==> config.mk <==
export PLATFORM = sky130hd
export DESIGN_NAME = vga_timing_gen
export DESIGN_NICKNAME = d
export VERILOG_FILES = /design/src/rtl/vga_timing_gen.sv
export SDC_FILE = /design/constraint.sdc
export NUM_CORES = 1
export LEC_CHECK = 0
export CAP_MARGIN = 20
export CORE_UTILIZATION = 45
export DETAILED_ROUTE_END_ITERATION = 6
export GPL_ROUTABILITY_DRIVEN = 0
export PLACE_DENSITY = 0.84
export SLEW_MARGIN = 20
export SYNTH_ARGS = -nofsm -noshare
export SYNTH_HDL_FRONTEND = slang
export SYNTH_SLANG_ARGS = --single-unit
==> constraint.sdc <==
create_clock -name VGA_CLK_IN -period 4.58 [get_ports VGA_CLK_IN]
set_input_delay 0.687 -clock VGA_CLK_IN [delete_from_list [all_inputs] [get_ports VGA_CLK_IN]]
set_output_delay 0.687 -clock VGA_CLK_IN [all_outputs]
set_load 0.05 [all_outputs]
==> src/rtl/vga_timing_gen.sv <==
// VGA timing + output stage; optional colour bars under VGA_TEST_PATTERN_EN. Latency PIX_LATENCY+1 clocks
// from counters to pins for sync, blank and colour alike; free-running, no backpressure.
module vga_timing_gen #(
  parameter int H_ACTIVE    = 640,
  parameter int H_FP        = 16,
  parameter int H_SYNC      = 96,
  parameter int H_BP        = 48,
  parameter int V_ACTIVE    = 480,
  parameter int V_FP        = 10,
  parameter int V_SYNC      = 2,
  parameter int V_BP        = 33,
  parameter bit HSYNC_POL   = 1'b0,
  parameter bit VSYNC_POL   = 1'b0,
  parameter int PIX_LATENCY = 1,
  parameter int COLOR_W     = 8,
  localparam int H_TOTAL    = H_ACTIVE + H_FP + H_SYNC + H_BP,
  localparam int V_TOTAL    = V_ACTIVE + V_FP + V_SYNC + V_BP,
  localparam int XW         = $clog2(H_TOTAL),
  localparam int YW         = $clog2(V_TOTAL)
) (
  input  logic                 VGA_CLK_IN,
  input  logic                 reset,
  input  logic [3*COLOR_W-1:0] pix_rgb,
  input  logic                 test_en,
  output logic [XW-1:0]        pix_x,
  output logic [YW-1:0]        pix_y,
  output logic                 pix_req,
  output logic                 line_start,
  output logic                 frame_start,
  output logic                 hsync,
  output logic                 vsync,
  output logic                 blank_n,
  output logic [COLOR_W-1:0]   red,
  output logic [COLOR_W-1:0]   green,
  output logic [COLOR_W-1:0]   blue,
  output logic                 VGA_CLK_OUT
);

  generate
    if (PIX_LATENCY < 0 || PIX_LATENCY > 7) begin : g_bad_latency
      $error("vga_timing_gen: PIX_LATENCY must be in 0..7");
    end
`ifdef VGA_TEST_PATTERN_EN
    if (H_ACTIVE % 8 != 0) begin : g_bad_bar_width
      $error("vga_timing_gen: H_ACTIVE must be divisible by 8 for the colour bars");
    end
`endif
  endgenerate

  typedef struct packed {
    logic       hs;
    logic       vs;
    logic       de;
`ifdef VGA_TEST_PATTERN_EN
    logic       tp;
    logic [2:0] bar;
`endif
  } stage_t;

  logic [XW-1:0] h_cnt_q, h_cnt_d;
  logic [YW-1:0] v_cnt_q, v_cnt_d;
  logic          h_last, v_last;

  always_comb begin
    h_last  = (h_cnt_q == XW'(H_TOTAL - 1));
    v_last  = (v_cnt_q == YW'(V_TOTAL - 1));
    h_cnt_d = h_last ? '0 : h_cnt_q + 1'b1;
    v_cnt_d = v_cnt_q;
    if (h_last) begin
      v_cnt_d = v_last ? '0 : v_cnt_q + 1'b1;
    end
    if (reset) begin
      h_cnt_d = '0;
      v_cnt_d = '0;
    end
  end

  always_ff @(posedge VGA_CLK_IN) begin
    h_cnt_q <= h_cnt_d;
    v_cnt_q <= v_cnt_d;
  end

  stage_t raw_s;
  stage_t dly_s;

  assign pix_x       = h_cnt_q;
  assign pix_y       = v_cnt_q;
  assign line_start  = (h_cnt_q == '0);
  assign frame_start = line_start && (v_cnt_q == '0);
  assign pix_req     = raw_s.de;
  assign VGA_CLK_OUT = VGA_CLK_IN;

`ifdef VGA_TEST_PATTERN_EN
  localparam int BAR_W = H_ACTIVE / 8;

  // The frame's mode is latched at frame_start; that first pixel already uses the new value.
  logic       tp_mode_q, tp_mode_d;
  logic [2:0] bar_idx;

  always_comb begin
    tp_mode_d = frame_start ? test_en : tp_mode_q;
    if (reset) begin
      tp_mode_d = 1'b0;
    end
    bar_idx = '0;
    for (int i = 1; i < 8; i++) begin
      if (h_cnt_q >= XW'(i * BAR_W)) begin
        bar_idx = 3'(i);
      end
    end
  end

  always_ff @(posedge VGA_CLK_IN) begin
    tp_mode_q <= tp_mode_d;
  end
`else
  logic unused_test_en;
  assign unused_test_en = test_en;
`endif

  always_comb begin
    raw_s    = '0;
    raw_s.de = (h_cnt_q < XW'(H_ACTIVE)) && (v_cnt_q < YW'(V_ACTIVE));
    raw_s.hs = (h_cnt_q >= XW'(H_ACTIVE + H_FP)) &&
               (h_cnt_q <= XW'(H_ACTIVE + H_FP + H_SYNC - 1));
    raw_s.vs = (v_cnt_q >= YW'(V_ACTIVE + V_FP)) &&
               (v_cnt_q <= YW'(V_ACTIVE + V_FP + V_SYNC - 1));
`ifdef VGA_TEST_PATTERN_EN
    raw_s.tp  = tp_mode_d;
    raw_s.bar = bar_idx;
`endif
  end

  generate
    if (PIX_LATENCY == 0) begin : g_no_delay
      assign dly_s = raw_s;
    end else begin : g_delay
      stage_t pipe_q [PIX_LATENCY];
      stage_t pipe_d [PIX_LATENCY];

      always_comb begin
        pipe_d[0] = reset ? '0 : raw_s;
        for (int i = 1; i < PIX_LATENCY; i++) begin
          pipe_d[i] = reset ? '0 : pipe_q[i-1];
        end
      end

      always_ff @(posedge VGA_CLK_IN) begin
        pipe_q <= pipe_d;
      end

      assign dly_s = pipe_q[PIX_LATENCY-1];
    end
  endgenerate

  logic [COLOR_W-1:0] red_q, red_d, green_q, green_d, blue_q, blue_d;
  logic               blank_n_q, blank_n_d, hsync_q, hsync_d, vsync_q, vsync_d;

  always_comb begin
    red_d     = '0;
    green_d   = '0;
    blue_d    = '0;
    blank_n_d = 1'b0;
    hsync_d   = ~HSYNC_POL;
    vsync_d   = ~VSYNC_POL;
    if (!reset) begin
      blank_n_d = dly_s.de;
      hsync_d   = dly_s.hs ~^ HSYNC_POL;
      vsync_d   = dly_s.vs ~^ VSYNC_POL;
      if (dly_s.de) begin
`ifdef VGA_TEST_PATTERN_EN
        // Bar order white..black maps onto inverted bits of the bar index.
        if (dly_s.tp) begin
          red_d   = {COLOR_W{~dly_s.bar[1]}};
          green_d = {COLOR_W{~dly_s.bar[2]}};
          blue_d  = {COLOR_W{~dly_s.bar[0]}};
        end else begin
          {red_d, green_d, blue_d} = pix_rgb;
        end
`else
        {red_d, green_d, blue_d} = pix_rgb;
`endif
      end
    end
  end

  always_ff @(posedge VGA_CLK_IN) begin
    red_q     <= red_d;
    green_q   <= green_d;
    blue_q    <= blue_d;
    blank_n_q <= blank_n_d;
    hsync_q   <= hsync_d;
    vsync_q   <= vsync_d;
  end

  assign red     = red_q;
  assign green   = green_q;
  assign blue    = blue_q;
  assign blank_n = blank_n_q;
  assign hsync   = hsync_q;
  assign vsync   = vsync_q;

endmodule

# Yosys cells after proc, flatten, opt, wreduce, memory -nomap -nowiden

Cells that the tools add are included.

$add $sub $neg: 2
Order comparisons: 6
Equal/unequal tests: 2
Multiplexer cells: 1
Bitwise operators: 3
Reduce and logical (&&, ||, !) cells: 8

Operators with widths:

| operator                                                                              | count |
|---|---|
| 10-bit by 1-bit adder with 10-bit output (second input constant)                      | 2 |
| 10-bit == test (second input constant)                                                | 2 |
| 10-bit zero test                                                                      | 2 |
| 10-bit greater-or-equal comparator (second input constant)                            | 1 |
| 10-bit by 9-bit greater-or-equal comparator with 1-bit output (second input constant) | 1 |
| 10-bit less-or-equal comparator (second input constant)                               | 1 |
| 10-bit by 9-bit less-or-equal comparator with 1-bit output (second input constant)    | 1 |
| 10-bit < comparator (second input constant)                                           | 1 |
| 10-bit by 9-bit < comparator with 1-bit output (second input constant)                | 1 |
| 10-bit two-way mux                                                                    | 1 |
| 1-bit logical AND                                                                     | 4 |
| 2-bit OR reduction                                                                    | 2 |
| 1-bit inverter                                                                        | 3 |

Bits in registers: 50
Input bits: 27
Output and inout port bits: 51
Logic and storage cells: 33

# Depth between registers and ports, before layout

Gate-level depths: netlist of run 1.

Word-level depth: 2
Depth in mapped cells: 6
Gate-level depth less buffers: 5

==> metrics, run 1 <==
DP Area=0.00263 sq mm; number of global-route vias before repair=1,429; critical path, cell by cell=clkbuf_8 -> clkbuf_8 -> clkdlybuf4s50_1; Final Net Count=295; Avg Inst Size Synth=9.98 sq um; final WL=4060 um; number of non-filler instances in the completed layout=313; LEAKAGE=1.09 nW; Crit Path Max Fanout=2; Synthesis Warnings=0; Worst Tran Pin Value=0.527 ns; GRT overflow=0; Finished Cell Area=0.00278 sq mm; Clock Latency Late Sink=0.40 ns; number of hold buffers added after cts=0; post-synth top area share=53.9%; max_cap viols=0; wire length per cell=13.0 um; Slew Limit Fails=0; n_diodes=0; crit end category=primary output; Yosys cell types=31; Mapped Nets=217; worst vdd ir=413 uV; largest net degree at the start of global routing=26; post-CTS sizing=0; Chip Height=66.2 um; worst hold path type=flip-flop to flip-flop; first-pass GRT wire length=6400 um; crit-path leading delay family=buffers and inverters; drt pass-1 iters=4; Hold Vio Cnt, Final=0; Synth area leader=dfxtp_1; Most common cell on crit path=clkbuf_8; dpl cells=302; status=finished, final reports clean; CTS tree=built; PD cells=355 mW/mm^2; Clock transition at path regs=0.08 ns; Starting Density=48.9%; Setup Fix Bufs, Post-CTS=0; share of cells above drive strength 1=5.66%; Via Count=1,534; CP Class=clock port to primary output; gr usage total=20.1%; CP bufs+invs=3; endpoints failing setup=0; die area=0.00439 sq mm; slowest cell delay on critical path=0.69 ns; required time worst endpoint=3.89 ns; drt initial violations=69; skew final=0.00625 ns; synth top area cells=dfxtp_1, and2_1, nor2_1; total power draw=989 uW; fin util=73.3%; DIE WIDTH=66.2 um; crit path DAT=3.20 ns; Cell Area, Synth=0.00186 sq mm; Vias/cell=4.90; Mapped Cells=186; I/O pins=78; core area=0.00380 sq mm; Worst slew margin=64.7%; Slowest cell on crit path=clkdlybuf4s50_1; setup TNS=0 ns; standard-cell rows=22; sequential share of the synthesized area=53.9%; Routed Antenna Nets=0; DRC violations left=0; IO Port Bufs=76; register bit total from synthesis=50; RSZ-0062 raised after global routing=no; post-DP HPWL=2890 um; Worst setup SP type=clock port; antenna violations before repair=0; Area Growth Syn to Fin=49.9%
[worst register-to-register path, stage by stage, from the launching register on]
cell and delay (ns):
dfxtp_1 0.44, ha_1 0.25, and4_1 0.48, and3_1 0.23
a41o_1 0.35, nor2_1 0.09
[placed cells by master, fill, tap and decap left out, drive strengths merged, types with 5 or more instances in the layout]
master and instances:
nand4 7, dfxtp 50, nand2 7, and2 25
nand3 5, inv 6, xor2 7, clkdlybuf4s50 76
nor2 21, clkbuf 8, xnor2 6, nor3 5
[logic make-up after synthesis]
logic type | after synthesis | synth area share, %
buffers and inverters | 15 | 4.04
and+or+nand+nor | 93 | 29.4
adders and majority gates | 4 | 2.70
xor gates and xnor gates | 13 | 6.13
muxes | 2 | 1.08
AOI/OAI and AO/OA | 9 | 2.70
DFF | 50 | 53.9
[worst paths after layout]
kind / from / end / slack (ns) / cells past startpoint
worst max-delay path: VGA_CLK_IN / VGA_CLK_OUT / 0.69 / 3
worst min-delay path: dly_s[2]$_SDFF_PP0_ / hsync$_SDFF_PP1_ / 0.38 / 1
worst max register to register: pix_x[0]$_SDFF_PP0_ / pix_y[1]$_SDFFE_PP0N_ / 2.63 / 5
worst min register to register: dly_s[2]$_SDFF_PP0_ / hsync$_SDFF_PP1_ / 0.38 / 1
[per-stage QoR]
stage / setup WS [ns] / hold WS, ns
floorplan: 0.452 / 0.356
detailed placement: 0.931 / 0.364
finish: 0.690 / 0.379
global placement: 0.931 / 0.361
CTS: 0.687 / 0.383
global route: 0.671 / 0.404
[synthesized netlist by cell type (all sizes together)]
master  count
nand3       5
a41o        1
nand2       7
dfxtp      50
nor2b       3
ha          4
clkbuf      4
o21ai       4
mux2i       2
xnor2       6
nand4       7
xor2        7
inv         6
nor3        5
and4        4
buf         5
and3b       1
and3        4
a21oi       4
or3         3
nor4        4
and2       25
nor2       21
nor4b       1
nand2b      3
[per-layer routing]
metal	track usage (%)	vias to the layer above	part of all wire, %
met4	13.8	0	2.3
met1	23.0	710	43
met3	8.28	8	5.0
li1	-	773	-
met2	30.4	43	49
met5	0	-	0
[power breakdown]
| group | switching (mW) | internal [mW] |
|---|---|---|
| sequential | 0.00553 | 0.446 |
| combinational | 0.0694 | 0.0507 |
| clock | 0.186 | 0.231 |
[sequential cells by signal, summed over array words and instances (netlist names)]
register	count
red	8
hsync	1
pix_x	10
vsync	1
green	8
pix_y	10
dly_s	3
blank_n	1
blue	8
[cell type report]
class                      instances  area, sq um
clock inverter                     3         40.0
tap                               48         60.1
fill                             305         1020
clock buffer                       9          120
timing repair buffer              76          758
multi-input combinational        121          781
sequential                        50         1000
inverter                           6         22.5
Note: power is estimated with default switching activity, not from simulation.
==> inputs of run 2 (changes only) <==
- CORE_UTILIZATION: 45 -> 42
- PLACE_DENSITY: 0.84 -> 0.79
- clock period: 4.58 -> 3.8 ns (I/O delays scaled with it)
==> run 2 against run 1 <==
Net effect: utilization shrank 5.4 points; flip-flop and latch count is the same; routed wire length grew 3.2%; register-to-register slack lost 0.70 ns; die area grew 6.9%; total power grew 22%; sequential power grew 20%; non-clock buffer count is the same; critical path depth is the same; sequential share of layout area shrank 0.13 points; final cell count grew 0.64%.
==> metrics, run 2 (synthesis results as in run 1) <==
first-pass GRT wire length=6120 um; endpoints failing setup=0; crit path DAT=2.83 ns; Most common cell on crit path=clkbuf_8; wire length per cell=13.3 um; Final Net Count=295; Logic pwr share=12.1%; Setup Fix Bufs, Post-CTS=0; slowest cell delay on critical path=0.70 ns; n_diodes=0; Hold Vio Cnt, Final=0; Crit Path Max Fanout=2; standard-cell rows=23; number of hold buffers added after cts=0; final WL=4190 um; PD cells=431 mW/mm^2; pre-CTS setup slack=0.658 ns; max_cap viols=0; skew final=0.0104 ns; required time worst endpoint=3.23 ns; setup slack, reg-to-reg=1.93 ns; crit end category=primary output; critical path, cell by cell=clkbuf_8 -> clkbuf_8 -> clkdlybuf4s50_1; most common cell after layout, fill and taps aside=clkdlybuf4s50_1; setup ws final=0.396 ns; setup TNS=0 ns; Reg area=0.00100 sq mm; Worst setup SP type=clock port; Area Growth Syn to Fin=50.4%; hold path start=dly_s[2]$_SDFF_PP0_; Clock Latency Late Sink=0.41 ns; Slew Limit Fails=0; Seq pwr share=45.2%; GRT overflow=0; die area=0.00469 sq mm; hold path depth=1; Via Count=1,512; Worst Hold Path EP=hsync$_SDFF_PP1_; P_sw=324 uW; Clock transition at path regs=0.09 ns; Worst Tran Pin Value=0.550 ns; worst r2r path cells=5; r2r startpoint=pix_x[0]$_SDFF_PP0_; Int Pwr=881 uW; worst vdd ir=263 uV; DRC violations left=0; share of cells above drive strength 1=5.66%; most frequent cells in the layout=clkdlybuf4s50_1, dfxtp_1, and2_1; RSZ-0062 raised after global routing=no; DIE WIDTH=68.5 um; Chip Height=68.5 um; status=finished, final reports clean; area of the multi-input gates=787 sq um; IO Port Bufs=76; drt pass-1 iters=4; drt initial violations=93; Clk pwr share=42.7%; Routed Antenna Nets=0; antenna violations before repair=0; post-CTS sizing=0; Worst slew margin=63.2%; CTS tree=built; I/O pins=78; r2r endpoint=pix_y[0]$_SDFFE_PP0N_; largest net degree at the start of global routing=26; Vias/cell=4.80; Starting Density=45.1%; fin util=67.9%; WHS=0.376 ns; core area=0.00412 sq mm; CP startpoint=VGA_CLK_IN; Slowest cell on crit path=clkdlybuf4s50_1; worst hold path type=flip-flop to flip-flop; CP Class=clock port to primary output; number of global-route vias before repair=1,352; sw frac=26.9%; post-DP HPWL=2960 um; Filler cells=345; LEAKAGE=1.08 nW; gr usage total=18.4%
[run 2: cell count changes in the layout (fill, tap and decap cells not counted)]
cell and delta:
clkinv_2 -2, clkbuf_1 +1, clkinvlp_4 +1, nor4b_1 -1
nor4b_2 +1
[run 2: power groups by stage]
stage / logic, mW / registers (mW) / clock network [mW]
floorplan: 0.0345 / 0.604 / 0.0567
global placement: 0.144 / 0.556 / 0.0607
detailed placement: 0.146 / 0.557 / 0.0607
CTS: 0.147 / 0.544 / 0.528
global route: 0.154 / 0.546 / 0.555
finish: 0.146 / 0.544 / 0.515
[run 2: how the worst max path moves through the flow]
stage | endpoint | slack [ns] | cells after the start
5_1_grt | VGA_CLK_OUT | 0.38 | 3
2_1_floorplan | frame_start | 0.57 | 5
3_3_place_gp | VGA_CLK_OUT | 0.66 | 1
3_5_place_dp | VGA_CLK_OUT | 0.66 | 1
4_1_cts | VGA_CLK_OUT | 0.39 | 3
6_report | VGA_CLK_OUT | 0.40 | 3
[run 2: final cells by class]
type,instances,share of cell area [%]
clock inverters,2,1.34
clock buffers,10,4.44
well taps,50,2.24
repair buffers,76,27.2
multi-input cells,121,28.2
flip-flops and latches,50,35.8
inverters,6,0.806
[run 2: critical path, delay by kind of cell]
family | cells | cell delay, ns
buf+inv | 3 | 0.93
[run 2: stage by stage]
stage	total power, mW	instance area [sq um]	std cells
finish	1.20	2790	315
global route	1.25	2790	315
CTS	1.22	2790	315
detailed placement	0.764	2640	304
global placement	0.761	2640	304
floorplan	0.695	1860	186
[run 2: layer usage]
| metal | GRT usage, % | share of wire [%] | routed length [um] |
|---|---|---|---|
| met5 | 0 | 0 | 0 |
| met4 | 9.90 | 1.6 | 66 |
| met3 | 6.58 | 3.5 | 148 |
| met2 | 29.4 | 52 | 2180 |
| met1 | 21.3 | 43 | 1790 |
==> inputs of run 3 (changes only) <==
- CORE_ASPECT_RATIO: not set -> 1.2
==> run 3 against run 2 <==
Net effect: count of clock-buffer cells in the layout unchanged; first-iteration DRC count shrank 35%; critical path depth did not move; routed wire length fell by 5.1%; global-route usage fell by 1.3 points; combinational power barely moved; die area about the same; flip-flop and latch count is the same; sequential share of layout area rose by 0.28 points.
==> metrics, run 3 (synthesis results as in run 1) <==
IO Port Bufs=76; most common cell after layout, fill and taps aside=clkdlybuf4s50_1; wl on met1=1710 um; WHS=0.379 ns; pre-CTS setup slack=0.658 ns; worst hold path type=flip-flop to flip-flop; most frequent cells in the layout=clkdlybuf4s50_1, dfxtp_1, and2_1; I/O pins=78; Setup Fix Bufs, Post-CTS=0; final WL=3970 um; Worst setup SP type=clock port; setup ws final=0.404 ns; Clock transition at path regs=0.08 ns; wire length per cell=12.4 um; number of non-filler instances in the completed layout=320; die area=0.00469 sq mm; skew final=0.00392 ns; required time worst endpoint=3.23 ns; number of global-route vias before repair=1,377; slowest cell delay on critical path=0.70 ns; Final Net Count=294; LEAKAGE=1.07 nW; n_diodes=0; gr usage total=17.1%; core area=0.00426 sq mm; Worst Tran Pin Value=0.707 ns; WL met3=150 um; crit-path leading delay family=buffers and inverters; CP bufs+invs=3; Vias/cell=4.73; crit path DAT=2.83 ns; total power draw=1.13 mW; hold path depth=1; Filler cells=365; Crit Path Max Fanout=2; Slew Limit Fails=0; Most common cell on crit path=clkbuf_8; Finished Cell Area=0.00277 sq mm; Routed Antenna Nets=0; DRC violations left=0; drt initial violations=60; fin util=65.0%; drt pass-1 iters=4; largest net degree at the start of global routing=26; Area Growth Syn to Fin=49.3%; RSZ-0062 raised after global routing=no; DP Area=0.00264 sq mm; dpl cells=309; DIE WIDTH=62.7 um; first-pass GRT wire length=6130 um; worst vdd ir=425 uV; Worst slew margin=52.6%; DR top layer=met4; PD cells=409 mW/mm^2; Via Count=1,512; standard-cell rows=26; Slowest cell on crit path=clkdlybuf4s50_1; post-DP HPWL=2810 um; Chip Height=74.8 um; antenna violations before repair=0; CP Class=clock port to primary output; setup slack, reg-to-reg=1.89 ns; status=finished, final reports clean; setup TNS=0 ns; critical path, cell by cell=clkbuf_8 -> clkbuf_8 -> clkdlybuf4s50_1; GRT overflow=0; crit end category=primary output; endpoints failing setup=0; worst r2r path cells=5; Starting Density=43.6%; number of hold buffers added after cts=0; Stages on worst setup path=3; max_cap viols=0; WL met2=2030 um; Hold Vio Cnt, Final=0; share of cells above drive strength 1=5.68%; post-CTS sizing=0; CTS tree=built; Clock Latency Late Sink=0.40 ns
==> run 3: routing by layer <==
metal	global-route usage (%)	vias up
li1	-	769
met1	20.1	687
met2	28.6	46
met3	4.39	10
met5	0	-
met4	10.1	0
==> run 3: worst register-to-register path: cells and delay by family (launching register included) <==
kind | cells | cell delay [ns]
AND/OR/NAND/NOR | 3 | 0.77
flip-flops | 1 | 0.43
AO/OA/AOI/OAI | 1 | 0.37
adder cells (fa/ha/maj) | 1 | 0.23
==> run 3: worst paths after layout <==
path,from,to
worst min register to register,dly_s[2]$_SDFF_PP0_,hsync$_SDFF_PP1_
worst max register to register,pix_x[0]$_SDFF_PP0_,pix_y[2]$_SDFFE_PP0N_
worst min-delay path,dly_s[2]$_SDFF_PP0_,hsync$_SDFF_PP1_
worst max-delay path,VGA_CLK_IN,VGA_CLK_OUT
==> run 3: power breakdown <==
part | internal [mW] | switching [mW]
Sequential | 0.538 | 0.00650
Clock | 0.215 | 0.229
Combinational | 0.0609 | 0.0833
==> run 3: area by class of cell <==
cell class              instances  area (sq um)  area share [%]
inverters                       6          22.5           0.813
clock buffers                  10           124            4.47
repair buffers                 75           751            27.1
flip-flops and latches         50          1000            36.1
multi-input cells             121           790            28.5
well taps                      56          70.1            2.53
clock inverters                 2          13.8           0.497
